--- config.mk ---
export PLATFORM = sky130hd
export DESIGN_NAME = clb_config_loader_flat
export DESIGN_NICKNAME = d
export VERILOG_FILES = /design/src/rtl/clb_pkg.sv /design/src/rtl/clb_config_loader_if.sv /design/src/rtl/clb_cfg_shifter.sv /design/src/rtl/clb_config_loader.sv /design/src/flat_wrapper.sv
export SDC_FILE = /design/constraint.sdc
export NUM_CORES = 1
export LEC_CHECK = 0
export CORE_UTILIZATION = 58
export DETAILED_ROUTE_END_ITERATION = 8
export PLACE_DENSITY = 0.9
export SKIP_LAST_GASP = 1
export SYNTH_ARGS = -nofsm -noshare
export SYNTH_HDL_FRONTEND = slang
export SYNTH_SLANG_ARGS = --single-unit
--- constraint.sdc ---
create_clock -name cclk -period 4.68 [get_ports cclk]
set_input_delay 1.17 -clock cclk [delete_from_list [all_inputs] [get_ports cclk]]
set_output_delay 1.17 -clock cclk [all_outputs]
set_load 0.03 [all_outputs]
--- src/rtl/clb_pkg.sv ---
// clb_pkg: shared state encoding and width/field helpers for the CLB
// configuration loader slice.
package clb_pkg;

  typedef enum logic [1:0] {
    IDLE   = 2'd0,
    SHIFT  = 2'd1,
    PARITY = 2'd2,
    COMMIT = 2'd3
  } state_t;

  localparam int DEF_NUM_LUTS     = 2;
  localparam int DEF_MUX_LEVEL    = 1;
  localparam int DEF_LUT_CFG_BITS = 16;

  // Total configuration word: all LUT tables plus the F-mux select field.
  function automatic int cfg_width(input int num_luts, input int lut_cfg_bits,
                                   input int mux_level);
    return num_luts * lut_cfg_bits + mux_level;
  endfunction

  // The mux field sits in the low bits of the word.
  function automatic int mux_lo();
    return 0;
  endfunction

  function automatic int mux_hi(input int mux_level);
    return mux_level - 1;
  endfunction

  // LUT k occupies the slice just above the mux field and the LUTs below it.
  function automatic int lut_lo(input int k, input int lut_cfg_bits,
                                input int mux_level);
    return mux_level + k * lut_cfg_bits;
  endfunction

  function automatic int lut_hi(input int k, input int lut_cfg_bits,
                                input int mux_level);
    return mux_level + (k + 1) * lut_cfg_bits - 1;
  endfunction

endpackage

--- src/rtl/clb_config_loader_if.sv ---
// clb_config_loader_if: serial stream handshake plus committed configuration
// outputs. The master is the bitstream source, the slave is the loader.
interface clb_config_loader_if
  import clb_pkg::*;
#(
  parameter int CFG_WIDTH = cfg_width(DEF_NUM_LUTS, DEF_LUT_CFG_BITS, DEF_MUX_LEVEL),
  parameter int MUX_LEVEL = DEF_MUX_LEVEL
);
  logic                 start;
  logic                 bit_in;
  logic                 bit_valid;
  logic                 bit_ready;
  logic [CFG_WIDTH-1:0] config_out;
  logic [MUX_LEVEL-1:0] mux_cfg;
  logic                 cen;
  logic                 busy;
  logic                 done;
  logic                 err;

  modport master (
    output start, bit_in, bit_valid,
    input  bit_ready, config_out, mux_cfg, cen, busy, done, err
  );

  modport slave (
    input  start, bit_in, bit_valid,
    output bit_ready, config_out, mux_cfg, cen, busy, done, err
  );
endinterface

--- src/rtl/clb_cfg_shifter.sv ---
// clb_cfg_shifter: shadow shift register, accepted-bit counter and (when
// CLB_CFG_PARITY_EN is defined) the running parity of the shifted data.
module clb_cfg_shifter
  import clb_pkg::*;
#(
  parameter int CFG_WIDTH = 33,
  parameter int CNT_W     = $clog2(CFG_WIDTH + 1)
) (
  input  logic                 cclk,
  input  logic                 rst,
  input  logic                 clear,
  input  logic                 shift_en,
  input  logic                 bit_in,
  output logic [CFG_WIDTH-1:0] shadow,
  output logic [CFG_WIDTH-1:0] shadow_next,
  output logic [CNT_W-1:0]     count
`ifdef CLB_CFG_PARITY_EN
  ,
  output logic                 parity
`endif
);

  // First bit sent migrates to the MSB; the word after this accept is exposed
  // so the commit can capture it on the same edge as the last bit.
  assign shadow_next = {shadow[CFG_WIDTH-2:0], bit_in};

  // Shadow word and bit count advance together, only on accepted data bits.
  always_ff @(posedge cclk) begin
    if (rst || clear) begin
      shadow <= '0;
      count  <= '0;
    end else if (shift_en) begin
      shadow <= shadow_next;
      count  <= count + CNT_W'(1);
    end
  end

`ifdef CLB_CFG_PARITY_EN
  // Running XOR of every data bit shifted in, equal to ^shadow at all times.
  always_ff @(posedge cclk) begin
    if (rst || clear) begin
      parity <= 1'b0;
    end else if (shift_en) begin
      parity <= parity ^ bit_in;
    end
  end
`endif

endmodule

--- src/rtl/clb_config_loader.sv ---
// clb_config_loader: bit-serial CLB configuration loader. Assembles a word in
// a shadow register and commits it atomically with a one-cycle cen strobe.
// Optional feature macro: CLB_CFG_PARITY_EN (trailing even-parity bit check).
module clb_config_loader
  import clb_pkg::*;
#(
  parameter int NUM_LUTS     = DEF_NUM_LUTS,
  parameter int MUX_LEVEL    = DEF_MUX_LEVEL,
  parameter int LUT_CFG_BITS = DEF_LUT_CFG_BITS
) (
  input logic                cclk,
  input logic                rst,
  clb_config_loader_if.slave cfg
);

  localparam int CFG_WIDTH = cfg_width(NUM_LUTS, LUT_CFG_BITS, MUX_LEVEL);
  localparam int CNT_W     = $clog2(CFG_WIDTH + 1);
  localparam logic [CNT_W-1:0] LAST_IDX = CNT_W'(CFG_WIDTH - 1);

  state_t                 state_q;
  state_t                 state_d;
  logic                   bit_ready;
  logic                   busy;
  logic                   accept;
  logic                   clear;
  logic                   shift_en;
  logic                   last_data;
  logic                   commit_load;
  logic [CFG_WIDTH-1:0]   shadow;
  logic [CFG_WIDTH-1:0]   shadow_next;
  logic [CFG_WIDTH-1:0]   commit_word;
  logic [CFG_WIDTH-1:0]   config_q;
  logic [CNT_W-1:0]       count;
  logic                   cen_q;
  logic                   done_q;
`ifdef CLB_CFG_PARITY_EN
  logic                   parity;
  logic                   parity_accept;
  logic                   parity_ok;
  logic                   err_q;
`endif

  // A start outside COMMIT always wipes the partial word; a bit presented
  // alongside it is discarded rather than shifted.
  assign accept      = cfg.bit_valid && bit_ready;
  assign clear       = cfg.start && (state_q != COMMIT);
  assign shift_en    = accept && (state_q == SHIFT) && !cfg.start;
  assign last_data   = shift_en && (count == LAST_IDX);
  assign commit_load = (state_d == COMMIT) && (state_q != COMMIT);
  assign commit_word = (state_q == SHIFT) ? shadow_next : shadow;

`ifdef CLB_CFG_PARITY_EN
  assign parity_accept = accept && (state_q == PARITY) && !cfg.start;
  assign parity_ok     = ~(parity ^ cfg.bit_in);
`endif

  clb_cfg_shifter #(
    .CFG_WIDTH (CFG_WIDTH),
    .CNT_W     (CNT_W)
  ) u_shifter (
    .cclk        (cclk),
    .rst         (rst),
    .clear       (clear),
    .shift_en    (shift_en),
    .bit_in      (cfg.bit_in),
    .shadow      (shadow),
    .shadow_next (shadow_next),
    .count       (count)
`ifdef CLB_CFG_PARITY_EN
    ,
    .parity      (parity)
`endif
  );

  // State register.
  always_ff @(posedge cclk) begin
    if (rst) begin
      state_q <= IDLE;
    end else begin
      state_q <= state_d;
    end
  end

  // Next-state: restart from SHIFT/PARITY, single-cycle COMMIT back to IDLE.
  always_comb begin
    state_d = state_q;
    case (state_q)
      IDLE: begin
        if (cfg.start) state_d = SHIFT;
      end
      SHIFT: begin
        if (last_data) begin
`ifdef CLB_CFG_PARITY_EN
          state_d = PARITY;
`else
          state_d = COMMIT;
`endif
        end
      end
      PARITY: begin
`ifdef CLB_CFG_PARITY_EN
        if (cfg.start) begin
          state_d = SHIFT;
        end else if (parity_accept) begin
          state_d = parity_ok ? COMMIT : IDLE;
        end
`else
        state_d = IDLE;
`endif
      end
      COMMIT: begin
        state_d = IDLE;
      end
      default: begin
        state_d = IDLE;
      end
    endcase
  end

  // Unregistered outputs decoded from the current state.
  always_comb begin
    bit_ready = 1'b0;
    busy      = 1'b0;
    case (state_q)
      SHIFT, PARITY: begin
        bit_ready = 1'b1;
        busy      = 1'b1;
      end
      default: begin
        bit_ready = 1'b0;
        busy      = 1'b0;
      end
    endcase
  end

  // Commit word, cen strobe and sticky done; cen lasts exactly the COMMIT cycle.
  always_ff @(posedge cclk) begin
    if (rst) begin
      config_q <= '0;
      cen_q    <= 1'b0;
      done_q   <= 1'b0;
    end else begin
      cen_q <= commit_load;
      if (commit_load) config_q <= commit_word;
      if (state_q == IDLE && cfg.start) begin
        done_q <= 1'b0;
      end else if (state_q == COMMIT) begin
        done_q <= 1'b1;
      end
    end
  end

`ifdef CLB_CFG_PARITY_EN
  // Sticky parity error, cleared when a fresh load starts from IDLE.
  always_ff @(posedge cclk) begin
    if (rst) begin
      err_q <= 1'b0;
    end else if (state_q == IDLE && cfg.start) begin
      err_q <= 1'b0;
    end else if (parity_accept && !parity_ok) begin
      err_q <= 1'b1;
    end
  end
  assign cfg.err = err_q;
`else
  assign cfg.err = 1'b0;
`endif

  assign cfg.bit_ready  = bit_ready;
  assign cfg.busy       = busy;
  assign cfg.config_out = config_q;
  assign cfg.mux_cfg    = config_q[MUX_LEVEL-1:0];
  assign cfg.cen        = cen_q;
  assign cfg.done       = done_q;

endmodule

--- src/flat_wrapper.sv ---
// flat-port wrapper written by rule: the top's interface ports become plain ports
module clb_config_loader_flat import clb_pkg::*;
#(
  parameter int NUM_LUTS     = DEF_NUM_LUTS,
  parameter int MUX_LEVEL    = DEF_MUX_LEVEL,
  parameter int LUT_CFG_BITS = DEF_LUT_CFG_BITS
)
  (cclk, rst, cfg_start, cfg_bit_in, cfg_bit_valid, cfg_bit_ready, cfg_config_out, cfg_mux_cfg, cfg_cen, cfg_busy, cfg_done, cfg_err);
  clb_config_loader_if #(.CFG_WIDTH((NUM_LUTS * LUT_CFG_BITS + MUX_LEVEL)), .MUX_LEVEL(MUX_LEVEL)) cfg_i ();
  input logic cclk;
  input logic rst;
  input wire logic [$bits(cfg_i.start)-1:0] cfg_start;
  input wire logic [$bits(cfg_i.bit_in)-1:0] cfg_bit_in;
  input wire logic [$bits(cfg_i.bit_valid)-1:0] cfg_bit_valid;
  output wire logic [$bits(cfg_i.bit_ready)-1:0] cfg_bit_ready;
  output wire logic [$bits(cfg_i.config_out)-1:0] cfg_config_out;
  output wire logic [$bits(cfg_i.mux_cfg)-1:0] cfg_mux_cfg;
  output wire logic [$bits(cfg_i.cen)-1:0] cfg_cen;
  output wire logic [$bits(cfg_i.busy)-1:0] cfg_busy;
  output wire logic [$bits(cfg_i.done)-1:0] cfg_done;
  output wire logic [$bits(cfg_i.err)-1:0] cfg_err;
  assign cfg_i.start = cfg_start;
  assign cfg_i.bit_in = cfg_bit_in;
  assign cfg_i.bit_valid = cfg_bit_valid;
  assign cfg_bit_ready = cfg_i.bit_ready;
  assign cfg_config_out = cfg_i.config_out;
  assign cfg_mux_cfg = cfg_i.mux_cfg;
  assign cfg_cen = cfg_i.cen;
  assign cfg_busy = cfg_i.busy;
  assign cfg_done = cfg_i.done;
  assign cfg_err = cfg_i.err;
  clb_config_loader #(.NUM_LUTS(NUM_LUTS), .MUX_LEVEL(MUX_LEVEL), .LUT_CFG_BITS(LUT_CFG_BITS)) u_core (.cclk(cclk), .rst(rst), .cfg(cfg_i));
endmodule
==> flow_metrics.env <==
export IMPL_globalRoute_totalOverflow=0
export IMPL_critPathRequiredTime_ns=4.89
export IMPL_synth_ff_type="sky130_fd_sc_hd__dfxtp_1"
export IMPL_drt_initial_drc_count=147
export IMPL_critPathMaxFanout=40
export IMPL_yosysMostFrequentCell="sky130_fd_sc_hd__dfxtp_1"
export IMPL_crit_type="input pin to flip-flop"
export IMPL_area_fraction_in_and_or_nand_and_nor_cells_after_synthesis=0.132
export IMPL_cell_at_the_root_of_the_clock_tree="sky130_fd_sc_hd__clkbuf_8"
export IMPL_finalSetupViolations=0
export IMPL_antenna_violating_nets_post_route=0
export IMPL_timing_final_hold_violations=0
export IMPL_fp_dieW_um=76.0
export IMPL_flip_flop_and_latch_count_after_synthesis=76
export IMPL_via_count_of_the_first_global_routing_pass=2343
export IMPL_post_cts_resized_instances=0
export IMPL_drt_drc_violations_left=0
export IMPL_proportion_of_layout_cells_with_a_drive_suffix_above_1=0.106
export IMPL_power_per_cell_area_nw_per_um2=325
export IMPL_post_route_util=0.724
export IMPL_synth_top_cell_by_area="sky130_fd_sc_hd__dfxtp_1"
export IMPL_largest_family_of_logic_cells_by_synthesized_area="compound AO/OA/AOI/OAI gates"
export IMPL_avgRoutedWirePerCell_um=14.6
export IMPL_post_synth_edffs=0
export IMPL_cp_start_kind="input pin"
export IMPL_largest_cells_by_area_after_synthesis="sky130_fd_sc_hd__dfxtp_1 (48%), sky130_fd_sc_hd__mux2i_1 (10%), sky130_fd_sc_hd__nand2_1 (8.5%)"
export IMPL_tightestPinTransition_ns=1.10
export IMPL_netlist_area_leader_share=0.479
export IMPL_drv_cap=0
export IMPL_grt_pass1_wl_um=10800
export IMPL_dpl_worst_slack_ns=1.07
export IMPL_timing_fmax_mhz=310
export IMPL_detail_route_vias_per_cell=5.59
export IMPL_timing_clock_skew_ns=0.0124
export IMPL_cts_hold_fix_buffers=0
export IMPL_worstPathBufferInverterCount=2
export IMPL_insertedDiodeCount=0
export IMPL_clk_latency_ns=0.36
export IMPL_die_h_um=76.0
export IMPL_drt_total_wl_um=6240
export IMPL_detailroute_via_count=2387
export IMPL_synth_xor_area_share=0.0110
export IMPL_critical_path_max_stage_delay_ns=0.80
export IMPL_synth_area_um2=3180
export IMPL_ys_seq_area_frac=0.479
export IMPL_synth_common_cells="sky130_fd_sc_hd__dfxtp_1 (76), sky130_fd_sc_hd__nand2_1 (72), sky130_fd_sc_hd__a21oi_1 (35)"
export IMPL_num_rows=26
export IMPL_holdWs_ns=0.462
export IMPL_layout_area_overhead_vs_synth_pct=18.6
export IMPL_cts_buffer_depth=2
export IMPL_grt_antenna_before_repair=0
export IMPL_cts_buf_count=9
export IMPL_final_period_util=0.688
export IMPL_postCtsSetupRepairBufs=0
export IMPL_min_period_ns=3.22
export IMPL_hp_class="flip-flop to flip-flop"
export IMPL_drt_pre_antenna_iters=4
export IMPL_coreArea_um2=5200
export IMPL_groute_usage_overall=0.233
export IMPL_postSynthNetCount=332
export IMPL_total_power_w=0.00123
export IMPL_clock_tree_from_tritoncts="done"
export IMPL_critical_path_cell_chain="clkdlybuf4s50_1 > and3b_1 > buf_4 > and4_1 > o21ai_4 > o2bb2ai_1"
export IMPL_synth_compound_area_share=0.191
export IMPL_remaining_max_slew_budget_at_the_tightest_pin=0.266
export IMPL_tns_ns=0
export IMPL_clock_sink_count=76
export IMPL_fin_ws_ns=1.46
export IMPL_ir_drop_uv=212
export IMPL_gpl_final_weighted_congestion=0.749
export IMPL_worst_setup_hold_path_clk_slew_ns=0.08
export IMPL_status="completed"
export IMPL_leakage_nw=1.24
export IMPL_dp_hpwl_um=3800
export IMPL_yosys_area_share_adder=0.0276
export IMPL_yosysUniqueCellTypes=36
export IMPL_critPathSlowestCell="sky130_fd_sc_hd__o21ai_4"
export IMPL_cp_top_delay_family="compound AO/OA/AOI/OAI gates"
export IMPL_worst_endpoint_arrival_ns=3.43
export IMPL_floorplan_initialDensity=0.610
export IMPL_nNetsFinal=365
export IMPL_grt_setup_unrepaired="false"
export IMPL_synthesis_instances=320
export IMPL_grt_max_degree=41
export IMPL_die_area_um2=5780
export IMPL_synth_mux_area_frac=0.104
export IMPL_top_level_ports=44
export IMPL_numPortBuffers=42
export IMPL_final_slew_violations=0
export IMPL_htreeDepth=3
export IMPL_synth_async_sr_flop_share=0
export IMPL_crit_path_end_kind="flip-flop"
export IMPL_synth_area_per_cell_um2=9.92
export IMPL_ys_warn_count=0
sequential cells by signal, summed over array words and instances, names as in the netlist:
name	flops
u_core.u_shifter.shadow	33
u_core.cfg.done	1
u_core.u_shifter.count	6
u_core.cfg.cen	1
u_core.state_q	2
u_core.cfg.config_out	33
cell type report:
type	instances	area (µm²)
timing repair buffer	46	450
tap	70	87.6
multi-input combinational	213	1490
inverter	7	26.3
sequential	76	1520
clock inverter	6	66.3
fill	382	1440
clock buffer	9	124
final timing paths:
path,start,endpoint,slack [ns],cells past startpoint
min reg2reg,u_core.u_shifter.shadow[32],u_core.u_shifter.shadow[32],0.46,2
min,u_core.u_shifter.shadow[32],u_core.u_shifter.shadow[32],0.46,2
max,cfg_start,u_core.cfg.config_out[22],1.46,6
max reg2reg,u_core.state_q[1],u_core.cfg.config_out[22],1.68,7
per-stage QoR:
stage | area (µm²) | instances
CTS | 3770 | 427
detailed placement | 3580 | 412
global route | 3770 | 427
floorplan | 3180 | 320
global placement | 3580 | 412
finish | 3770 | 427
worst min-delay path, cell delays in order, from the launching register on:
cell and delay (ns):
sky130_fd_sc_hd__dfxtp_1 0.32, sky130_fd_sc_hd__nand2_1 0.05, sky130_fd_sc_hd__a21oi_1 0.05
layer usage:
layer | track usage | vias up | wire length [µm]
li1 | - | 1182 | -
met1 | 0.286 | 1138 | 2690
met2 | 0.385 | 53 | 3160
met3 | 0.0527 | 14 | 261
met4 | 0.117 | 0 | 131
met5 | 0 | - | 0
report_power, final:
group	internal [W]	switching (W)	leakage (nW)
Combinational	0.0000335	0.0000572	0.526
Sequential	0.000647	0.00000175	0.612
Clock	0.000244	0.000242	0.0990
placed cells by master (no fill, tap or decap), drive strengths merged, types with 2 or more instances in the layout:
| master | count |
|---|---|
| xor2 | 4 |
| ha | 7 |
| nand2 | 72 |
| a21oi | 35 |
| inv | 7 |
| nor3 | 2 |
| mux2i | 33 |
| clkinv | 5 |
| dfxtp | 76 |
| nand4 | 2 |
| buf | 4 |
| o21a | 2 |
| o2bb2ai | 33 |
| clkbuf | 9 |
| o31ai | 2 |
| nor2 | 6 |
| clkdlybuf4s50 | 42 |
| o21ai | 2 |
logic make-up (layout without fill, tap and decap cells):
| group | count (synthesis) | count (layout) |
|---|---|---|
| DFF | 76 | 76 |
| AOI/OAI and AO/OA | 75 | 75 |
| muxes | 33 | 33 |
| other | 1 | 1 |
| adders and majority gates | 7 | 7 |
| xor gates and xnor gates | 4 | 4 |
| and+or+nand+nor | 93 | 93 |
| buffers and inverters | 31 | 68 |
Note: power is estimated with default switching activity, not from simulation.
